$ cat config.mk
export PLATFORM = sky130hd
export DESIGN_NAME = mem_access_unit
export DESIGN_NICKNAME = d
export VERILOG_FILES = /design/src/rtl/miscv_pkg.sv /design/src/rtl/mem_access_unit.sv
export SDC_FILE = /design/constraint.sdc
export NUM_CORES = 1
export LEC_CHECK = 0
export ABC_AREA = 0
export BUFFER_PORTS_ARGS = -buffer_cell sky130_fd_sc_hd__buf_2
export CAP_MARGIN = 20
export CELL_PAD_IN_SITES_DETAIL_PLACEMENT = 1
export CELL_PAD_IN_SITES_GLOBAL_PLACEMENT = 1
export CORE_ASPECT_RATIO = 0.75
export CORE_MARGIN = 2
export CORE_UTILIZATION = 33
export DETAILED_ROUTE_END_ITERATION = 10
export GPL_TIMING_DRIVEN = 0
export PLACE_DENSITY = 0.86
export SLEW_MARGIN = 20
export SYNTH_ARGS = -nofsm -noshare
export SYNTH_HDL_FRONTEND = slang
export SYNTH_SLANG_ARGS = --single-unit
$ cat constraint.sdc
create_clock -name CLK -period 1.59 [get_ports CLK]
set_input_delay 0.0795 -clock CLK [delete_from_list [all_inputs] [get_ports CLK]]
set_output_delay 0.0795 -clock CLK [all_outputs]
set_load 0.03 [all_outputs]
$ cat src/rtl/miscv_pkg.sv
// Shared definitions for the 16-bit pipeline's MEM-stage blocks:
// data/address widths and the memory access FSM state encoding.
package miscv_pkg;

  localparam int DATA_W = 16;
  localparam int ADDR_W = 16;

  typedef enum logic [1:0] {
    IDLE = 2'd0,
    REQ  = 2'd1,
    DONE = 2'd2
  } mem_state_t;

endpackage

$ cat src/rtl/mem_access_unit.sv
// MEM-stage data-memory access controller.
// Converts an EX_MEM load/store into a request/acknowledge transaction on a
// variable-latency data memory, stalls the pipeline until it completes and
// holds the last loaded word for MEM_WB.
// Optional feature: define MEM_ALIGN_CHECK_EN to add the OMisaligned output;
// an odd address then completes without issuing a memory request.
module mem_access_unit
  import miscv_pkg::*;
#(
  parameter int DATA_W = miscv_pkg::DATA_W,
  parameter int ADDR_W = miscv_pkg::ADDR_W
) (
  input  logic              CLK,
  input  logic              Reset,
  input  logic              IValid,
  input  logic              IMemRead,
  input  logic              IMemWrite,
  input  logic [ADDR_W-1:0] IAddr,
  input  logic [DATA_W-1:0] IWriteData,
  output logic              MReq,
  output logic              MWe,
  output logic [ADDR_W-1:0] MAddr,
  output logic [DATA_W-1:0] MWData,
  input  logic              MAck,
  input  logic [DATA_W-1:0] MRData,
  output logic [DATA_W-1:0] OLoadData,
  output logic              OStall,
  output logic              ODone
`ifdef MEM_ALIGN_CHECK_EN
  ,
  output logic              OMisaligned
`endif
);

  mem_state_t        state_r;
  mem_state_t        state_nxt_s;
  logic [ADDR_W-1:0] addr_r;
  logic [DATA_W-1:0] wdata_r;
  logic              we_r;
  logic [DATA_W-1:0] load_data_r;
  logic              start_s;

  // A live instruction that touches memory; a load+store combination is a store.
  assign start_s = IValid & (IMemRead | IMemWrite);

  // Next-state decode; DONE always returns to IDLE so the same instruction,
  // still present on the inputs during DONE, cannot restart an access.
  always_comb begin
    state_nxt_s = state_r;
    case (state_r)
      IDLE: begin
        if (start_s) begin
`ifdef MEM_ALIGN_CHECK_EN
          if (IAddr[0]) begin
            state_nxt_s = DONE;
          end else begin
            state_nxt_s = REQ;
          end
`else
          state_nxt_s = REQ;
`endif
        end else begin
          state_nxt_s = IDLE;
        end
      end
      REQ: begin
        if (MAck) begin
          state_nxt_s = DONE;
        end else begin
          state_nxt_s = REQ;
        end
      end
      DONE:    state_nxt_s = IDLE;
      default: state_nxt_s = IDLE;
    endcase
  end

  // State, request latches and load-data register; acks outside REQ are ignored.
  always_ff @(posedge CLK) begin
    if (Reset) begin
      state_r     <= IDLE;
      addr_r      <= {ADDR_W{1'b0}};
      wdata_r     <= {DATA_W{1'b0}};
      we_r        <= 1'b0;
      load_data_r <= {DATA_W{1'b0}};
    end else begin
      state_r <= state_nxt_s;
      case (state_r)
        IDLE: begin
          if (start_s) begin
            addr_r  <= IAddr;
            wdata_r <= IWriteData;
            we_r    <= IMemWrite;
          end
        end
        REQ: begin
          if (MAck && !we_r) begin
            load_data_r <= MRData;
          end
        end
        default: begin
        end
      endcase
    end
  end

`ifdef MEM_ALIGN_CHECK_EN
  logic misaligned_r;

  // Flags an odd-address access for exactly the DONE cycle it produces.
  always_ff @(posedge CLK) begin
    if (Reset) begin
      misaligned_r <= 1'b0;
    end else if ((state_r == IDLE) && start_s && IAddr[0]) begin
      misaligned_r <= 1'b1;
    end else begin
      misaligned_r <= 1'b0;
    end
  end

  assign OMisaligned = misaligned_r;
`endif

  // Memory-side outputs come straight from the state and latch registers so
  // they stay stable for the whole REQ phase.
  assign MReq      = (state_r == REQ);
  assign MWe       = (state_r == REQ) & we_r;
  assign MAddr     = addr_r;
  assign MWData    = wdata_r;
  assign OLoadData = load_data_r;
  assign ODone     = (state_r == DONE);

  // Stall covers the start cycle and every REQ cycle; it drops in DONE so the
  // pipeline advances on the DONE edge, and is forced low during reset.
  assign OStall = ~Reset & (((state_r == IDLE) & start_s) | (state_r == REQ));

endmodule

; Word level (Yosys, flattened, before mapping)
; Cells that the tools add are included.
[word_totals]
reg_bits = 51
output_inout_bits = 52
elab_cells = 22
[classes]
eq_ne = 2
n_mux = 3
bitwise = 7
n_reduce_logical = 5
[ops]
columns = cell, n
row1 = AND 1 bit, 4
row2 = case mux 2 bit (2 select lines), 1
row3 = AND reduction 2 bit, 2
row4 = "equality test 2 x 1 -> 1 bit, second input constant", 1
row5 = "equality test 2 bit, second input constant", 1
row6 = logical NOT 2 bit, 1
row7 = two-way mux 2 bit, 1
row8 = bitwise OR 1 bit, 2
row9 = logical AND 1 bit, 1
row10 = logical NOT 1 bit, 1
row11 = two-way mux 1 bit, 1
row12 = inverter 1 bit, 1

; Depth between registers and ports, before layout
; Gate-level depths: netlist (run 1).
[logic_depth]
word_depth = 5
ltp_mapped = 5

; Worst setup path before layout (run 1)
; Ideal clock, no wire load.
[synth_timing]
path_type = flip-flop to output port
from = register state_r[0]
to = output OStall
t_arrival_ns = 1.175
t_required_ns = 1.510
setup_slack_ns = 0.335
stages_incl_launch_ff = 3
n_path_buf = 0
cell_sequence = dfxtp_1 > nor2b_1 > nor3_1
[synth_via]
elab_chain_len = 4
word_cells_on_any_way = 5
classes_between = eq/ne (1) / bitwise (3) / reduce/logical (1)
[synth_lines]
columns = item, line_no
row1 = "start, declared", mem_access_unit.sv:35  ; mem_state_t state_r;
row2 = "start signal, assigned", mem_access_unit.sv:87  ; state_r <= state_nxt_s;
row3 = logical NOT 2 bit, mem_access_unit.sv:135  ; assign OStall = ~Reset & (((state_r == IDLE) & start_s) | (state_r == REQ));
row4 = AND 1 bit, mem_access_unit.sv:135
row5 = bitwise OR 1 bit *, mem_access_unit.sv:135
row6 = AND 1 bit *, mem_access_unit.sv:135
row7 = "end, declared", mem_access_unit.sv:27  ; output logic OStall,
; Mark *: on every way between the ends. The rest lies on a longest branch, timed or not.

; Worst setup path in the final report (run 1)
[layout_timing]
from = register state_r[1]
to = output MWe
[layout_via]
elab_chain_len = 2
[layout_lines]
columns = item, line_no
row1 = equality test 2 x 1 -> 1 bit, mem_access_unit.sv:127  ; assign MWe = (state_r == REQ) & we_r;
row2 = AND 1 bit, mem_access_unit.sv:127
row3 = "end, declared", mem_access_unit.sv:21  ; output logic MWe,
; Every way passes these cells.

==> results of run 1 <==
[flip-flops by register name (all words and copies together) (netlist names)]
name and count:
MWData 16, MAddr 16, state_r 2, OLoadData 16, we_r 1
[worst paths after layout]
check               startpoint      endpoint  slack (ps)
setup / recovery    state_r[1]           MWe         140
hold / removal       MRData[8]  OLoadData[8]          10
setup reg to reg    state_r[1]    MWData[12]         190
hold reg to reg   OLoadData[8]  OLoadData[8]         460
[stage by stage]
step                      setup slack (ps)  hold slack (ps)  power [mW]
after floorplan                      335.5            174.9       1.768
after global placement               234.5            320.3       1.941
after detailed placement             154.5            328.8       1.961
after CTS                            128.2            1.043       2.704
after global routing                 32.09            7.803       2.789
final                                142.5            11.89       2.654
[metal layers]
metal | up-vias | track usage, % | wire length [um]
met5 | - | 0 | 0
met4 | 0 | 5.093 | 70
met3 | 8 | 3.947 | 352
met2 | 59 | 30.21 | 2863
met1 | 887 | 18.71 | 2518
li1 | 951 | - | -
[placed cells by master, fill, tap and decap left out, types with 2 or more instances in the layout]
cell      instances
buf_2           106
nand2b_1         66
dfxtp_1          51
mux2i_1          33
nand2_1          32
a21oi_1          14
clkbuf_1          9
buf_6             5
clkbuf_8          5
nor2b_1           2
a21oi_2           2
[power by group]
group          internal [mW]  switching, mW  leakage [nW]  total [mW]
sequential              1.35         0.0404         0.417        1.39
combinational          0.218          0.317         0.884       0.535
clock                  0.310          0.420        0.0422       0.730
[worst min-delay path, stage by stage]
cell     delay [ps]
buf_2            90
nand2_1          40
a21oi_1          50
[area by class of cell]
type,instances,area [um2],share of cell area [%]
clock buffers,7,76.32,2.635
multi-input cells,159,1057,36.50
clock inverters,1,5.005,0.1728
repair buffers,105,530.5,18.32
flip-flops and latches,51,1021,35.25
plain buffers,16,105.1,3.629
well taps,81,101.3,3.499
[timing repair]
item / in CTS / in global routing
resized for setup: 0 / 0
hold buffers: 1 / 0
endpoints found under the hold margin: 1 / 0
[cell families (layout without fill, tap and decap cells)]
kind of cell    Yosys count  after routing  share of synthesized area [%]
flops                    51             51                          46.76
mux                      33             33                          15.13
simple gates            108            108                          28.37
buf+inv                  16            129                          4.814
compound gates           18             18                          4.928
==> qor.yml, run 1 <==
logic_synthesis:
  synth_fp_nets: 280
  syn_area_per_cell_um2: 9.661
  yosysWarnings: 0
  synth_top_area_share_pct: 46.76
  synth-seq-cells: 51
  async_reset_ff_share_pct: 0
  synth.cell_area_um2: 2183
  synth_edf_count: 0
  synth.distinct_cells: 22
  yosysMostFrequentCell: "nand2b_1"
  synth_top_area_cell: "dfxtp_1"
  synth_common_cells: "nand2b_1, dfxtp_1, mux2i_1"
  synthTopCellsByArea: "dfxtp_1, nand2b_1, mux2i_1"
  synth-seq-area-share_pct: 46.76
  syn_inst: 226
  synth_flop_cell: "dfxtp_1"
final_layout:
  fin_util_pct: 45.62
  fin_nets: 392
  final_area_um2: 2897
  syn_to_final_growth_pct: 32.66
  fin_cells: 420
  fillerInstances: 778
  antenna_cells: 0
  drive_gt1_share_pct: 36.58
drt:
  routed_wl_um: 5803
  drtIter0Drc: 16
  vias: 1905
  dr.pass1.iters: 3
  viasPerCell: 4.536
  wire_per_inst_um: 13.82
  drc: 0
  ant_nets: 0
worst_setup_path:
  critPathMaxStageDelay_ps: 510
  crit_fanout: 8
  cp-end-kind: "output port"
  crit_slowest_cell: "dfxtp_1"
  cp.arrival_ps: 1370
  critPathKind: "flip-flop to output port"
  crit_required_ps: 1510
  critical_path.cell_chain: "and2b_1, and2_1, buf_2"
  cp-start-kind: "flip-flop"
  crit_family: "flip-flops"
  r2r_cells: 3
  path_buf_inv: 1
  critical_path_depth: 3
outcome:
  outcome: "complete, no violations"
place:
  dp.cells: 411
  numPortBuffers: 104
  dpl_cell_area_um2: 2805
  place_congestion: 0.6909
  dpl.hpwl_um: 4512
pwr:
  ir_worst_vdd_uv: 290.5
  p_leak_nw: 1.342
  p_per_area_nw_per_um2: 916.2
cts:
  numCtsBuffers: 5
  clock_sinks: 51
  post_cts_buffers: 0
  ctsLongestPathBuffers: 2
  root_buffer: "clkbuf_8"
  path_clk_slew_ps: 90
  cts_tree: "yes"
  h-tree-depth: 2
  worst_skew_pair.late_latency_ps: 300
global_route:
  grt_first_pass_wirelength_um: 9480
  antenna_found_initial: 0
  grt-ovfl-total: 0
  grt_pass1_vias: 2049
  grtUsageTotal_pct: 16.21
  grt_start_max_net_pins: 15
timing:
  fin_crit_sh_pct: 91.04
  hold_viol_final: 0
  worst_pin_slew_ps: 521.0
  fin_worst_skew_ps: 4.333
  setup_viol: 0
  period_minus_slack_ps: 1448
  rsz0062_at_grt: "no"
  finalSetupTns_ps: 0
  slew_headroom_pct: 65.27
  fmax_mhz: 690.8
  drv_slew: 0
die:
  design.core.area_um2: 6350
  rows: 25
  die_w_um: 97.93
  die-area_um2: 7290
  pin_count: 106
  die_y_um: 74.44
  start_util_pct: 34.38
hold_path:
  worstHoldPathType: "input pin to flip-flop"
  hold_path_depth: 3
job:
  maxCapViolCount: 0
No activity file was read; power rests on OpenSTA's default activity.
==> inputs of run 2 (changes only) <==
--- a/config.mk
+++ b/config.mk
@@ -6,7 +6,7 @@
 export NUM_CORES = 1
 export LEC_CHECK = 0
 export ABC_AREA = 0
-export BUFFER_PORTS_ARGS = -buffer_cell sky130_fd_sc_hd__buf_2
+export BUFFER_PORTS_ARGS = -buffer_cell sky130_fd_sc_hd__buf_4
 export CAP_MARGIN = 20
 export CELL_PAD_IN_SITES_DETAIL_PLACEMENT = 1
 export CELL_PAD_IN_SITES_GLOBAL_PLACEMENT = 1
==> run 2 against run 1 <==
Die area unchanged. Fmax grew 0.14%. Setup slack better by 2.0 ps. Sequential cell count stayed put. Via count decreased by 2.1%. Register-to-register slack is essentially flat. Clock power increased by 27%. Core utilization is 4.7 points higher. Global-route usage down 0.37 points. Worst hold slack improved by 16 ps. Sequential power barely moved. Largest power group unchanged.
==> qor.yml, run 2 (same netlist as run 1, synthesis figures left out) <==
pwr:
  p_clk_share_pct: 31.7  # +4.2 points
  p_total_mw: 2.930  # +10%
  p_sw_share_pct: 26.61  # -2.7 points
  pwr-share-comb_pct: 20.8  # +0.6 points
  power_switching_mw: 0.7796  # +0.33%
  p_int_mw: 2.150  # +15%
  ir_worst_vdd_uv: 546.2  # +88%
  p_leak_nw: 1.409  # +4.9%
  p_per_area_nw_per_um2: 917.5  # +0.14%
  seq_power_share_pct: 47.5  # -4.8 points
worst_setup_path:
  crit_required_ps: 1510  # about the same
  critPathMaxStageDelay_ps: 510  # about the same
  crit_start: "state_r[1]"
  cp-start-kind: "flip-flop"
  crit_fanout: 8  # unchanged
  timing.rr.end: "MAddr[5]"
  crit_slowest_cell: "dfxtp_1"
  cp-end-kind: "output port"
  critical_path.cell_chain: "and2b_1, and2_1, buf_4"
  rrSetupSlack_ps: 190  # about the same
  critPathKind: "flip-flop to output port"
  cp.arrival_ps: 1370  # about the same
  r2r_cells: 3  # unchanged
  reg2reg_from: "state_r[1]"
die:
  design.core.area_um2: 6350  # unchanged
  start_util_pct: 34.38  # unchanged
  pin_count: 106  # unchanged
  rows: 25  # unchanged
  die_w_um: 97.93  # unchanged
  die-area_um2: 7290  # unchanged
  die_y_um: 74.44  # unchanged
cts:
  worst_skew_pair.late_latency_ps: 300  # about the same
  clock_sinks: 51  # unchanged
  path_clk_slew_ps: 90  # about the same
  cts-resized-gates: 0  # unchanged
  numCtsBuffers: 5  # unchanged
  cts_tree: "yes"
  h-tree-depth: 2  # unchanged
  root_buffer: "clkbuf_8"
  ctsLongestPathBuffers: 2  # unchanged
final_layout:
  fin_nets: 392  # unchanged
  final_cell_mix: "buf_4, nand2b_1, dfxtp_1"
  final_area_um2: 3193  # +10%
  drive_gt1_share_pct: 37.17  # +0.59 points
  antenna_cells: 0  # unchanged
  fillerInstances: 766  # -1.5%
  fin_cells: 420  # unchanged
  fin_util_pct: 50.29  # +4.7 points
  final_common_cell: "buf_4"
  syn_to_final_growth_pct: 46.25
hold_path:
  hold_path_end: "OLoadData[4]"
  worstHoldPathType: "input pin to flip-flop"
  hold_path_depth: 3  # unchanged
  holdCritStartpoint: "MRData[4]"
place:
  dpl_cell_area_um2: 3065  # +9.3%
  dp.cells: 411  # unchanged
  place_congestion: 0.6974  # +0.94%
  dpl.hpwl_um: 4511  # about the same
  numPortBuffers: 104  # unchanged
drt:
  viasPerCell: 4.440  # -2.1%
  ant_nets: 0  # unchanged
  dr.pass1.iters: 4  # +1
  wire_per_inst_um: 13.99  # +1.2%
  drtIter0Drc: 37  # +21
  vias: 1865  # -2.1%
  drc: 0  # unchanged
  routed_wl_um: 5874  # +1.2%
global_route:
  grt-ovfl-total: 0  # unchanged
  antenna_found_initial: 0  # unchanged
  grt_pass1_vias: 1988  # -3.0%
  grt_first_pass_wirelength_um: 9177  # -3.2%
  grtUsageTotal_pct: 15.83  # -0.37 points
  grt_start_max_net_pins: 16  # +1
timing:
  worst_pin_slew_ps: 544.1  # +23.13 ps
  fin_worst_skew_ps: 9.181  # +4.847 ps
  drv_slew: 0  # unchanged
  period_minus_slack_ps: 1445  # -2.021 ps
  fmax_mhz: 691.8  # +0.14%
  finalSetupTns_ps: 0  # unchanged
  hold_viol_final: 0  # unchanged
  fin_crit_sh_pct: 90.91  # -0.13 points
  rsz0062_at_grt: "no"
  setup_viol: 0  # unchanged
  slew_headroom_pct: 63.73  # -1.5 points
outcome:
  outcome: "complete, no violations"
job:
  maxCapViolCount: 0  # unchanged
[run 2: cell count changes in the layout (fill, tap and decap cells not counted), sizes merged]
cell	delta
bufinv	+1
clkbuf	-1
[run 2: power groups by stage]
stage / Clock, mW / Sequential (mW) / Combinational, mW
global route: 1.03 / 1.40 / 0.654
detailed placement: 0 / 1.42 / 0.618
CTS: 0.962 / 1.39 / 0.621
finish: 0.928 / 1.39 / 0.610
floorplan: 0 / 1.55 / 0.220
global placement: 0 / 1.42 / 0.602
[run 2: cell type report]
cell class	count	area [um2]	area share (%)
multi-input cells	159	1057	33.11
flip-flops and latches	51	1021	31.97
repair buffers	105	790.8	24.76
plain buffers	16	105.1	3.292
well taps	81	101.3	3.174
clock buffers	6	82.58	2.586
clock inverters	2	35.03	1.097
[run 2: critical path, delay by kind of cell (launching register included)]
| family | cells | cell delay (ps) |
|---|---|---|
| AND/OR/NAND/NOR | 2 | 410 |
| flip-flops | 1 | 510 |
| buffers and inverters | 1 | 160 |
[run 2: worst max path at each step]
stage,to,slack (ps),cells after the start
4_1_cts,MWe,130,3
3_3_place_gp,MWData[3],260,3
5_1_grt,MWe,50,3
6_report,MWe,140,3
3_5_place_dp,MAddr[5],190,3
2_1_floorplan,OStall,340,2
[run 2: layer usage]
layer | share of wire (%) | GRT usage, %
met1 | 45 | 18.85
met2 | 49 | 28.46
met3 | 5.5 | 4.511
met4 | 0.65 | 4.475
met5 | 0 | 0
[run 2: metrics by stage]
step	setup slack [ps]	hold slack, ps
3_3_place_gp	264.4	304.9
4_1_cts	133.1	15.32
5_1_grt	46.32	7.130
3_5_place_dp	190.4	304.3
6_report	144.5	27.70
2_1_floorplan	335.5	174.9
[run 2: what timing repair did]
action                    CTS  global route
hold endpoints to repair    1             0
setup buffers               0             0
hold buffers                1             0
==> inputs of run 3 (changes only) <==
--- a/config.mk
+++ b/config.mk
@@ -12,10 +12,11 @@
 export CELL_PAD_IN_SITES_GLOBAL_PLACEMENT = 1
 export CORE_ASPECT_RATIO = 0.75
 export CORE_MARGIN = 2
-export CORE_UTILIZATION = 33
+export CORE_UTILIZATION = 34
+export CTS_BUF_LIST = sky130_fd_sc_hd__clkbuf_8
 export DETAILED_ROUTE_END_ITERATION = 10
 export GPL_TIMING_DRIVEN = 0
-export PLACE_DENSITY = 0.86
+export PLACE_DENSITY = 0.88
 export SLEW_MARGIN = 20
 export SYNTH_ARGS = -nofsm -noshare
 export SYNTH_HDL_FRONTEND = slang
==> run 3 against run 2 <==
First-iteration DRC count up 5.4%. Clock skew about the same. Core utilization up 0.17 points. Fmax down 1.5%. Power down 7.3%. Highest routed layer unchanged. Sequential share of layout area up 0.37 points. Setup slack worse by 22 ps. Clock-buffer cell count down 1.
==> qor.yml, run 3 (same netlist as run 1, synthesis figures left out) <==
pwr:
  ir_worst_vdd_uv: 448.7  # -18%
  p_per_area_nw_per_um2: 860.8  # -6.2%
  p_leak_nw: 1.398  # -0.76%
drt:
  wire_per_inst_um: 14.41  # +3.1%
  drc: 0  # unchanged
  routed_wl_um: 6054  # +3.1%
  ant_nets: 0  # unchanged
  drtIter0Drc: 39  # +5.4%
  viasPerCell: 4.500  # +1.3%
  vias: 1890  # +1.3%
  dr.pass1.iters: 2  # -2
timing:
  slew_headroom_pct: 66.67  # +2.9 points
  fin_worst_skew_ps: 9.012  # -0.1688 ps
  finalSetupTns_ps: 0  # unchanged
  period_minus_slack_ps: 1468  # +22.41 ps
  rsz0062_at_grt: "no"
  setup_slack_ps: 122.1  # -22.41 ps
  fmax_mhz: 681.2  # -1.5%
  worst_pin_slew_ps: 499.9  # -44.16 ps
  setup_viol: 0  # unchanged
  drv_slew: 0  # unchanged
  fin_crit_sh_pct: 92.32  # +1.4 points
  hold_viol_final: 0  # unchanged
die:
  start_util_pct: 34.90  # +0.52 points
  pin_count: 106  # unchanged
  die_w_um: 96.53  # -1.4%
  rows: 25  # unchanged
  die-area_um2: 7085  # -2.8%
  design.core.area_um2: 6256  # -1.5%
  die_y_um: 73.40  # -1.4%
final_layout:
  antenna_cells: 0  # unchanged
  fillerInstances: 759  # -0.91%
  regArea_um2: 1021  # unchanged
  drive_gt1_share_pct: 36.58  # -0.59 points
  syn_to_final_growth_pct: 44.58
  final_area_um2: 3157  # -1.1%
  final_cell_mix: "buf_4, nand2b_1, dfxtp_1"
  final_common_cell: "buf_4"
  fin_nets: 392  # unchanged
  multi_input_area_um2: 1057  # unchanged
worst_setup_path:
  crit_start: "state_r[1]"
  critPathMaxStageDelay_ps: 520  # about the same
  cp.arrival_ps: 1390  # +20 ps
  crit_family: "flip-flops"
  critical_path.cell_chain: "and2b_1, and2_1, buf_4"
  reg2reg_from: "state_r[1]"
  cp-end-kind: "output port"
  critPathKind: "flip-flop to output port"
  r2r_cells: 3  # unchanged
  critical_path_depth: 3  # unchanged
  crit_required_ps: 1510  # about the same
  cp-start-kind: "flip-flop"
  path_buf_inv: 1  # unchanged
  crit_slowest_cell: "dfxtp_1"
  crit_fanout: 8  # unchanged
global_route:
  grtUsageMet1_pct: 21.22  # +2.4 points
  antenna_found_initial: 0  # unchanged
  grt-ovfl-total: 0  # unchanged
  globalRouteMet2Util_pct: 30.17  # +1.7 points
  grt_most_used_layer: "met2"
  grt_first_pass_wirelength_um: 9466  # +3.1%
  grt_util_met3_pct: 4.000  # -0.51 points
  grt_pass1_vias: 1984  # -0.20%
  grtUsageTotal_pct: 17.01  # +1.2 points
  grt_start_max_net_pins: 15  # -1
hold_path:
  hold_path_depth: 3  # unchanged
  holdCritStartpoint: "MRData[6]"
  worstHoldPathType: "input pin to flip-flop"
place:
  place_congestion: 0.7393  # +6.0%
  dp_slack_ps: 192.7  # +2.220 ps
  numPortBuffers: 104  # unchanged
  dpl_cell_area_um2: 3065  # unchanged
  dpl.hpwl_um: 4632  # +2.7%
cts:
  h-tree-depth: 2  # unchanged
  path_clk_slew_ps: 100  # about the same
  numCtsBuffers: 5  # unchanged
  ctsLongestPathBuffers: 2  # unchanged
  root_buffer: "clkbuf_8"
  post_cts_buffers: 0  # unchanged
  worst_skew_pair.late_latency_ps: 290  # about the same
  cts_tree: "yes"
  clock_sinks: 51  # unchanged
job:
  maxCapViolCount: 0  # unchanged
outcome:
  outcome: "complete, no violations"
-- run 3: changes by cell type in the layout (fill, tap and decap cells not counted), sizes merged --
cell	delta
inv	+2
clkbuf	-1
bufinv	-1
-- run 3: what timing repair did --
item / CTS / global route
hold endpoints to repair: 1 / 0
gates resized for setup: 0 / 0
hold buffers: 1 / 0
-- run 3: report_power, final --
group,switching [mW],internal (mW)
Sequential,0.0449,1.35
Combinational,0.318,0.292
Clock,0.416,0.298
Total,0.779,1.94
-- run 3: worst paths after layout --
kind / endpoint / slack, ps
min: OLoadData[6] / 20
min reg2reg: OLoadData[11] / 470
max reg2reg: MWData[2] / 200
max: MWe / 120
-- run 3: metal layers --
layer	up-vias	share of wire (%)
li1	950	-
met1	882	44
met2	54	50
met3	4	5.8
met4	0	0.86
met5	-	0
-- run 3: stage by stage --
| step | power [mW] | utilization, % | std cells | hold slack, ps |
|---|---|---|---|---|
| global route | 2.863 | 50.46 | 420 | 14.88 |
| floorplan | 1.768 | - | 226 | 174.9 |
| finish | 2.717 | 50.46 | 420 | 22.71 |
| CTS | 2.755 | 50.46 | 420 | 19.01 |
| detailed placement | 2.039 | 49.00 | 411 | 303.3 |
| global placement | 2.020 | 49.00 | 411 | 296.2 |
-- run 3: tightest hold or removal path, cell delays in order --
cell and delay, ps:
buf_4 110, nand2_1 40, a21oi_1 50
-- run 3: layout make-up --
type                    instances  share of cell area [%]
flip-flops and latches         51                   32.34
repair buffers                105                   25.05
multi-input cells             159                   33.49
well taps                      81                   3.210
clock inverters                 3                  0.3964
plain buffers                  16                   3.329
clock buffers                   5                   2.180
